===== src/rtl/l1cache_pkg.sv =====
// ============================================================================
// Module      : l1cache_pkg
// Description : Shared types and constants for the per-core L1 framebuffer
//               cache: framebuffer word/address types, L1 geometry and the
//               controller state encoding.
// Revision    : 1.0  initial release
// ============================================================================
`default_nettype none

package l1cache_pkg;

    // Framebuffer word and address widths, shared with the L2 side.
    localparam int FB_ADDR_W = 16;
    localparam int FB_WORD_W = 16;

    typedef logic [FB_ADDR_W-1:0] fb_addr_t;
    typedef logic [FB_WORD_W-1:0] fb_word_t;

    // Default L1 geometry: direct mapped, one word per line.
    localparam int L1_DEPTH     = 64;
    localparam int L1ADDRIDX_LO = 0;
    localparam int L1ADDRIDX_HI = $clog2(L1_DEPTH) - 1;
    localparam int L1ADDRTAG_LO = L1ADDRIDX_HI + 1;
    localparam int L1ADDRTAG_HI = FB_ADDR_W - 1;

    typedef logic [L1ADDRIDX_HI:L1ADDRIDX_LO] l1_idx_t;
    typedef logic [L1ADDRTAG_HI:L1ADDRTAG_LO] l1_tag_t;

    // Controller states.
    typedef enum logic [1:0] {
        ST_IDLE   = 2'd0,
        ST_LOOKUP = 2'd1,
        ST_MISS   = 2'd2,
        ST_WRITE  = 2'd3
    } l1_state_t;

endpackage

`default_nettype wire


===== src/rtl/l1cache_tagmem.sv =====
// ============================================================================
// Module      : l1cache_tagmem
// Description : Valid/tag/data storage for the direct-mapped L1.
//               Ports: combinational read port (rd_*), fill/update write port
//               (wr_*; wr_set_valid marks the line valid on a fill), and an
//               invalidate-clear port (inv_*). Invalidation wins over a fill.
//               Only the valid bits are reset.
// Revision    : 1.0  initial release
// ============================================================================
`default_nettype none

module l1cache_tagmem #(
    parameter int DEPTH = 64,
    parameter int IDX_W = 6,
    parameter int TAG_W = 10,
    parameter int DAT_W = 16
) (
    input  logic             clk,
    input  logic             rst,
    // read port
    input  logic [IDX_W-1:0] rd_idx,
    output logic             rd_valid,
    output logic [TAG_W-1:0] rd_tag,
    output logic [DAT_W-1:0] rd_data,
    // fill / update port
    input  logic             wr_en,
    input  logic             wr_set_valid,
    input  logic [IDX_W-1:0] wr_idx,
    input  logic [TAG_W-1:0] wr_tag,
    input  logic [DAT_W-1:0] wr_data,
    // invalidate port
    input  logic             inv_en,
    input  logic [IDX_W-1:0] inv_idx,
    input  logic [TAG_W-1:0] inv_tag
);

    logic [DEPTH-1:0] r_valid;
    logic [TAG_W-1:0] r_tag  [DEPTH];
    logic [DAT_W-1:0] r_data [DEPTH];

    logic w_fill;
    logic w_inv_hit;

    assign rd_valid = r_valid[rd_idx];
    assign rd_tag   = r_tag[rd_idx];
    assign rd_data  = r_data[rd_idx];

    assign w_fill = wr_en && wr_set_valid;

    // Clear if the stored line matches, or if the line being filled this
    // very cycle carries the invalidated address (the fill must not survive).
    assign w_inv_hit = inv_en &&
                       ((r_valid[inv_idx] && (r_tag[inv_idx] == inv_tag)) ||
                        (w_fill && (wr_idx == inv_idx) && (wr_tag == inv_tag)));

    always_ff @(posedge clk or posedge rst) begin
        if (rst) begin
            r_valid <= '0;
        end else begin
            if (w_fill) begin
                r_valid[wr_idx] <= 1'b1;
            end
            // Later assignment takes priority over the fill above.
            if (w_inv_hit) begin
                r_valid[inv_idx] <= 1'b0;
            end
        end
    end

    always_ff @(posedge clk) begin
        if (wr_en) begin
            r_tag[wr_idx]  <= wr_tag;
            r_data[wr_idx] <= wr_data;
        end
    end

endmodule

`default_nettype wire


===== src/rtl/l1cache.sv =====
// ============================================================================
// Module      : l1cache
// Description : Per-core direct-mapped, write-through, no-write-allocate L1.
//               Core side : core_en/core_w/core_addr/core_d_in in,
//                           core_d_out/core_ready out.
//               L2 side   : l2_en/l2_w/l2_addr/l2_d_in out,
//                           l2_d_out/l2_ready in.
//               Snoop     : invalidate/inv_addr in, invalidated ack out.
// Revision    : 1.0  initial release
// ============================================================================
`default_nettype none

module l1cache
    import l1cache_pkg::*;
#(
    parameter int DEPTH = L1_DEPTH
) (
    input  logic     clk,
    input  logic     rst,
    input  logic     core_en,
    input  logic     core_w,
    input  fb_addr_t core_addr,
    input  fb_word_t core_d_in,
    output fb_word_t core_d_out,
    output logic     core_ready,
    output logic     l2_en,
    output logic     l2_w,
    output fb_addr_t l2_addr,
    output fb_word_t l2_d_in,
    input  fb_word_t l2_d_out,
    input  logic     l2_ready,
    input  logic     invalidate,
    input  fb_addr_t inv_addr,
    output logic     invalidated
);

    localparam int IDX_W = $clog2(DEPTH);
    localparam int TAG_W = FB_ADDR_W - IDX_W;

    l1_state_t r_state, w_next;
    fb_addr_t  r_addr;
    fb_word_t  r_wdata;
    logic      r_wr_done;
    logic      r_inv_ack;

    logic             w_accept;
    logic [IDX_W-1:0] w_idx;
    logic [TAG_W-1:0] w_tag;
    logic             w_rd_valid;
    logic [TAG_W-1:0] w_rd_tag;
    fb_word_t         w_rd_data;
    logic             w_hit;
    logic             w_wr_en;
    logic             w_wr_set_valid;
    fb_word_t         w_wr_data;
    logic             w_inv_en;

    assign w_idx = r_addr[IDX_W-1:0];
    assign w_tag = r_addr[FB_ADDR_W-1:IDX_W];
    assign w_hit = w_rd_valid && (w_rd_tag == w_tag);

    // In the cycle right after our own write completes, the L2 echoes that
    // write back as an invalidate; it must not kill the line we just updated.
    assign w_inv_en = invalidate && !(r_wr_done && (inv_addr == r_addr));

    assign invalidated = r_inv_ack;

    l1cache_tagmem #(
        .DEPTH (DEPTH),
        .IDX_W (IDX_W),
        .TAG_W (TAG_W),
        .DAT_W (FB_WORD_W)
    ) u_tagmem (
        .clk          (clk),
        .rst          (rst),
        .rd_idx       (w_idx),
        .rd_valid     (w_rd_valid),
        .rd_tag       (w_rd_tag),
        .rd_data      (w_rd_data),
        .wr_en        (w_wr_en),
        .wr_set_valid (w_wr_set_valid),
        .wr_idx       (w_idx),
        .wr_tag       (w_tag),
        .wr_data      (w_wr_data),
        .inv_en       (w_inv_en),
        .inv_idx      (inv_addr[IDX_W-1:0]),
        .inv_tag      (inv_addr[FB_ADDR_W-1:IDX_W])
    );

    always_ff @(posedge clk or posedge rst) begin
        if (rst) begin
            r_state   <= ST_IDLE;
            r_addr    <= '0;
            r_wdata   <= '0;
            r_wr_done <= 1'b0;
            r_inv_ack <= 1'b0;
        end else begin
            r_state   <= w_next;
            r_wr_done <= (r_state == ST_WRITE) && l2_ready;
            r_inv_ack <= invalidate;
            if (w_accept) begin
                r_addr  <= core_addr;
                r_wdata <= core_d_in;
            end
        end
    end

    always_comb begin
        w_next         = r_state;
        w_accept       = 1'b0;
        core_ready     = 1'b0;
        core_d_out     = '0;
        l2_en          = 1'b0;
        l2_w           = 1'b0;
        l2_addr        = '0;
        l2_d_in        = '0;
        w_wr_en        = 1'b0;
        w_wr_set_valid = 1'b0;
        w_wr_data      = '0;
        case (r_state)
            ST_IDLE: begin
                if (core_en) begin
                    w_accept = 1'b1;
                    w_next   = core_w ? ST_WRITE : ST_LOOKUP;
                end
            end
            ST_LOOKUP: begin
                if (w_hit) begin
                    core_ready = 1'b1;
                    core_d_out = w_rd_data;
                    w_next     = ST_IDLE;
                end else begin
                    w_next = ST_MISS;
                end
            end
            ST_MISS: begin
                l2_en   = 1'b1;
                l2_addr = r_addr;
                if (l2_ready) begin
                    w_wr_en        = 1'b1;
                    w_wr_set_valid = 1'b1;
                    w_wr_data      = l2_d_out;
                    core_ready     = 1'b1;
                    core_d_out     = l2_d_out;
                    w_next         = ST_IDLE;
                end
            end
            ST_WRITE: begin
                l2_en   = 1'b1;
                l2_w    = 1'b1;
                l2_addr = r_addr;
                l2_d_in = r_wdata;
                if (l2_ready) begin
                    // Write-through, no allocate: only a resident line is updated.
                    w_wr_en    = w_hit;
                    w_wr_data  = r_wdata;
                    core_ready = 1'b1;
                    w_next     = ST_IDLE;
                end
            end
            default: w_next = ST_IDLE;
        endcase
    end

endmodule

`default_nettype wire


===== config.mk =====
export PLATFORM = sky130hd
export DESIGN_NAME = l1cache
export DESIGN_NICKNAME = d
export VERILOG_FILES = /design/src/rtl/l1cache_pkg.sv /design/src/rtl/l1cache_tagmem.sv /design/src/rtl/l1cache.sv
export SDC_FILE = /design/constraint.sdc
export NUM_CORES = 2
export LEC_CHECK = 0
export BUFFER_PORTS_ARGS = -buffer_cell sky130_fd_sc_hd__buf_4
export CAP_MARGIN = 10
export CORE_MARGIN = 2
export CORE_UTILIZATION = 25
export CTS_BUF_LIST = sky130_fd_sc_hd__clkbuf_2
export DETAILED_ROUTE_END_ITERATION = 8
export GPL_TIMING_DRIVEN = 1
export PLACE_DENSITY = 0.41
export RECOVER_POWER = 25
export SYNTH_ARGS = -nofsm -noshare
export SYNTH_HDL_FRONTEND = slang
export SYNTH_SLANG_ARGS = --single-unit

===== constraint.sdc =====
create_clock -name clk -period 11.6 [get_ports clk]
set_input_delay 2.32 -clock clk [delete_from_list [all_inputs] [get_ports clk]]
set_output_delay 2.32 -clock clk [all_outputs]
set_load 0.02 [all_outputs]

## Word level (Yosys, flattened, before mapping)

Memories as Yosys holds them, arrays and structs flattened.
Cells that the tools add are included.

| cells by class | value |
|---|---|
| add/sub/neg operators | 0 |
| multipliers | 0 |
| div/mod/pow operators | 0 |
| $lt $le $gt $ge | 4 |
| eq/ne operators | 10 |
| shifts and indexed selects | 0 |
| multiplexer cells | 34 |
| bitwise operators | 3 |
| reduce and logical (&&, ||, !) cells | 16 |

Operator list:

| operator | count |
|---|---|
| $mux W64 | 2 |
| $mux W16 | 5 |
| $and A64 B64 Y64 | 1 |
| $not A64 Y64 | 1 |
| $or A64 B64 Y64 | 1 |
| $pmux W16 S2 | 2 |
| $eq A10 B10 Y1 | 3 |
| $eq A16 B16 Y1 | 1 |
| $lt A6 B7 Y1 const B | 2 |
| $mux W1 | 14 |
| $bmux W1 S6 | 2 |
| $demux W1 S6 | 2 |
| $ge A6 B1 Y1 const B | 2 |
| $logic_and A1 B1 Y1 | 11 |
| $mux W2 | 4 |
| $eq A6 B6 Y1 | 1 |
| $pmux W2 S3 | 1 |
| $eq A2 B2 Y1 const B | 2 |
| $pmux W1 S2 | 2 |
| $eq A2 B1 Y1 const B | 1 |
| $logic_not A2 Y1 | 1 |
| $ne A2 B1 Y1 const B | 1 |
| $ne A2 B2 Y1 const B | 1 |
| $reduce_and A2 Y1 | 1 |
| 3 further kinds | 3 |

| word-level totals | value |
|---|---|
| flip-flop bits (word level) | 100 |
| bits in latches | 0 |
| memory bits (writable) | 1664 |
| bits in read-only memories | 0 |
| bits of input ports | 70 |
| output and inout bits | 52 |
| word-level logic and storage cells | 75 |
| memories | 2 |

Memories:

| memory | words | bits a word | rd ports | clocked after Yosys merged registers in | write ports | RTL line | source |
|---|---|---|---|---|---|---|---|
| u_tagmem.r_data | 64 | 16 | 1 | 0 | 1 | l1cache_tagmem.sv:39 | `logic [DAT_W-1:0] r_data [DEPTH];` |
| u_tagmem.r_tag | 64 | 10 | 2 | 0 | 1 | l1cache_tagmem.sv:38 | `logic [TAG_W-1:0] r_tag [DEPTH];` |

## Logic depth before layout (Yosys ltp)

| logic depth | value |
|---|---|
| word-level depth | 11 |
| gate-level depth with buffers | 18 |
| depth with buffers taken out | 9 |

## Modules after synthesis

A second synthesis with hierarchy kept.

| second synthesis, totals | value |
|---|---|
| cells, all modules | 3692 |
| area, all modules | 75890.3 sq um |

Modules (own cells, without submodules):

| module | instances | cells each | area an instance (sq um) | seq. area each (sq um) |
|---|---|---|---|---|
| l1cache_tagmem | 1 | 3479 | 73491.7 | 51569.5 |
| l1cache | 1 | 213 | 2398.6 | 900.9 |

## Worst setup path after synthesis

Ideal clock, no wire load.

| path | value |
|---|---|
| path type | reg2out |
| start point | register r_addr[2] |
| end point | output port core_d_out[10] |
| data arrival time | 3580 ps |
| data required time | 9280 ps |
| path slack | 5700 ps |
| cell stages (with the launch flop) | 14 |
| path buffers | 5 |
| cells stage by stage | dfrtp_1 buf_2 buf_2 buf_1 buf_1 mux4_2 a32oi_1 o21ai_0 nor4_1 xnor2_1 nor2_1 nand4_1 clkbuf_1 o21ai_0 |

| on the way | value |
|---|---|
| word-level cells in the longest chain between the ends | 5 |
| elaborated cells on any way between the ends | 8 |
| those cells by class | eq/ne: 1; mux: 4; reduce/logical: 1; memory: 2 |

Ends and longest elaborated chain:

| what | RTL line | source |
|---|---|---|
| from (decl) | l1cache.sv:41 | `fb_addr_t r_addr;` |
| from (signal assigned) | l1cache.sv:102 | `r_addr <= core_addr;` |
| $mem_v2 Z64 W10 or $bmux W1 S6 (tied branches) | -- |  |
| $eq A10 B10 Y1 or $mux W1 (tied branches) | l1cache.sv:60, l1cache_tagmem.sv:44 |  |
| $logic_and A1 B1 Y1 | l1cache.sv:60 | `assign w_hit = w_rd_valid && (w_rd_tag == w_tag);` |
| $mux W16 * | l1cache.sv:128 | `if (w_hit) begin` |
| $pmux W16 S2 * | l1cache.sv:120 | `case (r_state)` |
| to (decl) | l1cache.sv:24 | `output fb_word_t core_d_out,` |

Every way passes the cells marked *; elsewhere a longest branch is shown, timed or not. The select of a mux whose other input is x is not followed.

## Worst setup path in the final report

| path | value |
|---|---|
| start point | register r_addr[0] |
| end point | output port core_d_out[9] |

The elaborated chain is that of the path after synthesis.

==> metrics.yaml <==
tritoncts: "built"
pin_count: 122
synth_top_area_share_pct: 67.2
cts.path.max_buffers: 4
worst_setup_path_start_kind: "flip-flop"
synth_fp_nets: 4557
worst-slew-pin-transition_ns: 4.03
fmax_achieved_ghz: 0.0983
final_period_utilization_pct: 87.7
floorplan.core_area_um2: 297000
synth_area_leader_cell: "sky130_fd_sc_hd__edfxtp_1"
grt_util_met2_pct: 34.9
groute.layer.met3.usage_pct: 4.36
slew_headroom_pct: -169
timing.hold.worst.class: "flip-flop to flip-flop"
first_global_vias: 49900
synthesis.area_um2: 74400
synth-seq-cells: 1764
placement.io_buffers: 121
grt.busiest_layer: "met2"
grt_first_pass_wirelength_um: 455000
totalWireLength_um: 344000
wire_per_inst_um: 37.2
synth_xor_area_share_pct: 0.400
failing_checks: "capacitance limit, slew limit"
p_per_area_nw_per_um2: 235
post_placement_setup_slack_ns: 3.34
gr-usage-met1_pct: 30.3
final.fill_count: 29900
hpwl_um: 203000
drive_gt1_share_pct: 30.6
leakagePower_nw: 27.8
rsz0062_at_grt: "false"
drt_drc_violations_left: 0
synth-seq-area-share_pct: 70.5
syn_avg_cell_area_um2: 16.6
grt_start_max_net_pins: 96
worstReg2RegStart: "r_addr[0]$_DFFE_PP0P_"
dieWidth_um: 549
grt_antenna_before_repair: 25
final-max-slew-violation-count: 1464
setup-violations-final: 0
critPathRequiredTime_ns: 9.28
final_nets: 5040
cts_buffers: 455
arrival_time_of_data_at_the_critical_path_endpoint_ns: 7.86
timing.reg2reg.setup_slack_ns: 3.43
worstSkewPairLatency_ns: 1.86
edff_count_synth: 1664
clock_tree.htree_level_count: 5
synth_compound_area_share_pct: 10.6
clock_tree_root: "sky130_fd_sc_hd__clkbuf_2"
result_of_the_run: "complete, but fails checks"
critPathMaxFanout: 52
globalRouteOverflowTotal: 0
area_fraction_in_and_or_nand_and_nor_cells_after_synthesis_pct: 4.27
crit_type: "flip-flop to output port"
finalHoldViolations: 0
max_cap_viol_count: 24
max-vdd-ir-drop_mv: 0.126
fin_crit_ns: 10.18
drt_pass1_iterations: 6
worst_hold_startpoint: "r_wdata[4]$_DFFE_PP0P_"
cts_resized: 0
postSynth.asyncResetShare_pct: 5.67
adder_cell_area_share_of_the_yosys_netlist_pct: 0.0841
largest_family_of_logic_cells_by_synthesized_area: "multiplexers"
critical_path.startpoint: "r_addr[0]$_DFFE_PP0P_"
endpoint_class_of_the_critical_path: "output port"
cts_post_setup_buffers_inserted: 0
ant_nets: 0
post_synth_main_area_contributors: "sky130_fd_sc_hd__edfxtp_1 (67%), sky130_fd_sc_hd__mux4_2 (6.7%), sky130_fd_sc_hd__dfrtp_1 (3.4%)"
synth_flop_cell: "sky130_fd_sc_hd__edfxtp_1"
globalplace.congestion: 0.844
cts_num_sinks: 1764
sum_of_negative_setup_slack_ns: 0
placement_rows: 200
synth.area.mux_share_pct: 11.9
grt_util_all_layers_pct: 22.1
synth_cell_type_count: 78
num_vias: 51100
start_util_pct: 25.1
die-area_um2: 302000
path_clk_slew_ns: 0.10
final_critical_path_setup_slack_ns: 1.42
synthToLayoutAreaGrowth_pct: 14.6
first_iter_violations: 7343
post_cts_hold_buffer_count: 0
syn-instance-count: 4482
die_h_um: 549
post_drt_via_cell_ratio: 5.52
synth_warnings: 0
final_util_pct: 28.8
fin_worst_skew_ns: 0.229
[report_power, final]
group / switching, mW / leakage (nW) / total (mW) / internal (mW)
Combinational: 5.35 / 8.28 / 7.45 / 2.10
Sequential: 0.341 / 16.4 / 8.12 / 7.78
Clock: 2.70 / 3.16 / 4.43 / 1.72
[through the flow]
step	instance area [µm²]	total power [mW]	hold WS, ns	cells
final	85300	20.0	0.543	9252
after global routing	85300	20.6	0.557	9248
after CTS	85300	20.0	0.427	9234
after detailed placement	81300	15.6	0.519	8447
after global placement	81300	15.6	0.511	8446
after floorplan	74400	11.9	0.495	4482
[worst max-delay path, stage by stage (launching register included)]
cell                       delay [ns]
sky130_fd_sc_hd__dfrtp_4         1.00
sky130_fd_sc_hd__buf_4           0.84
sky130_fd_sc_hd__nand4b_1        1.02
sky130_fd_sc_hd__o22ai_1         0.48
sky130_fd_sc_hd__nor4b_1         0.14
sky130_fd_sc_hd__and3_1          0.21
sky130_fd_sc_hd__a41o_1          0.21
sky130_fd_sc_hd__xor2_1          0.55
sky130_fd_sc_hd__and4_1          0.58
sky130_fd_sc_hd__nand4_1         0.23
sky130_fd_sc_hd__buf_4           0.31
sky130_fd_sc_hd__o21ai_0         0.24
sky130_fd_sc_hd__buf_4           0.18
[worst paths after layout]
| path | to | cells after the start |
|---|---|---|
| min in group asynchronous | r_state[0]$_DFFE_PP0P_ | 2 |
| hold / removal | r_wdata[4]$_DFFE_PP0P_ | 1 |
| max in group asynchronous | r_addr[12]$_DFFE_PP0P_ | 3 |
| setup / recovery | core_d_out[9] | 12 |
| setup reg to reg | u_tagmem.r_tag[47][0]$_DFFE_PP_ | 13 |
| hold reg to reg | r_wdata[4]$_DFFE_PP0P_ | 1 |
[layout by cell type, fill, tap and decap left out, types with 14 or more instances in the layout]
cell and instances:
sky130_fd_sc_hd__clkbuf_1 26, sky130_fd_sc_hd__nor3_2 64, sky130_fd_sc_hd__o22a_1 23, sky130_fd_sc_hd__nand4_1 24
sky130_fd_sc_hd__o22ai_1 321, sky130_fd_sc_hd__o221ai_1 87, sky130_fd_sc_hd__edfxtp_1 1664, sky130_fd_sc_hd__nor2_1 118
sky130_fd_sc_hd__mux2_2 156, sky130_fd_sc_hd__diode_2 18, sky130_fd_sc_hd__clkinv_1 65, sky130_fd_sc_hd__a31oi_1 47
sky130_fd_sc_hd__buf_4 353, sky130_fd_sc_hd__o21ai_0 81, sky130_fd_sc_hd__a41oi_1 25, sky130_fd_sc_hd__clkbuf_2 699
sky130_fd_sc_hd__mux2i_1 191, sky130_fd_sc_hd__a21oi_1 167, sky130_fd_sc_hd__and2_1 35, sky130_fd_sc_hd__nor3_1 41
sky130_fd_sc_hd__dfrtp_1 89, sky130_fd_sc_hd__o31ai_1 14, sky130_fd_sc_hd__a211oi_1 21, sky130_fd_sc_hd__mux4_2 222
sky130_fd_sc_hd__a32oi_1 18, sky130_fd_sc_hd__nor4_1 34, sky130_fd_sc_hd__a22oi_1 65, sky130_fd_sc_hd__a221oi_1 142
sky130_fd_sc_hd__a22o_2 16, sky130_fd_sc_hd__nand2_1 126, sky130_fd_sc_hd__nand3_1 36, sky130_fd_sc_hd__xnor2_1 24
[state kept, by name (all words and copies together), names as in the netlist]
signal            cells
u_tagmem.r_data    1024
u_tagmem.r_valid     64
u_tagmem.r_tag      640
r_addr               16
r_wr_done             1
r_state               2
r_wdata              16
invalidated           1
[final cells by class]
cell class / instances / area, µm² / area share (%)
antenna: 18 / 45.0 / 0.0528
clock buffer: 699 / 3500 / 4.10
clock inverter: 88 / 543 / 0.637
inverter: 16 / 65.1 / 0.0763
multi-input combinational: 2338 / 20800 / 24.3
sequential: 1764 / 52500 / 61.6
tap: 3939 / 4930 / 5.78
timing repair buffer: 390 / 2940 / 3.44
[synth_stat cells, types with 14 or more instances]
cell / n
sky130_fd_sc_hd__a21oi_1: 167
sky130_fd_sc_hd__o22ai_1: 321
sky130_fd_sc_hd__o221ai_1: 87
sky130_fd_sc_hd__nand4_1: 24
sky130_fd_sc_hd__o22a_1: 23
sky130_fd_sc_hd__mux2_2: 158
sky130_fd_sc_hd__nor4_1: 35
sky130_fd_sc_hd__nor2_1: 121
sky130_fd_sc_hd__a31oi_1: 47
sky130_fd_sc_hd__a41oi_1: 25
sky130_fd_sc_hd__mux2i_1: 191
sky130_fd_sc_hd__nor3_1: 107
sky130_fd_sc_hd__o21ai_0: 81
sky130_fd_sc_hd__xnor2_1: 24
sky130_fd_sc_hd__nand3_1: 37
sky130_fd_sc_hd__a221oi_1: 142
sky130_fd_sc_hd__and2_1: 37
sky130_fd_sc_hd__clkbuf_1: 189
sky130_fd_sc_hd__a32oi_1: 18
sky130_fd_sc_hd__buf_4: 14
sky130_fd_sc_hd__a22oi_1: 65
sky130_fd_sc_hd__nand2_1: 135
sky130_fd_sc_hd__buf_2: 88
sky130_fd_sc_hd__o31ai_1: 14
sky130_fd_sc_hd__a22o_1: 29
sky130_fd_sc_hd__edfxtp_1: 1664
sky130_fd_sc_hd__a211oi_1: 21
sky130_fd_sc_hd__buf_1: 60
sky130_fd_sc_hd__mux4_2: 222
sky130_fd_sc_hd__dfrtp_1: 100
[logic make-up after synthesis]
family | after synthesis
xor+xnor | 34
flops | 1764
simple gates | 612
buf+inv | 380
compound gates | 1111
mux | 576
fa+ha+maj | 5
[metal layers]
metal,vias up,share of wire (%)
met4,8,3.6
met5,-,0.015
met3,603,8.7
li1,20000,-
met1,27300,42
met2,3152,46
Power figures use the tool's default switching activity.
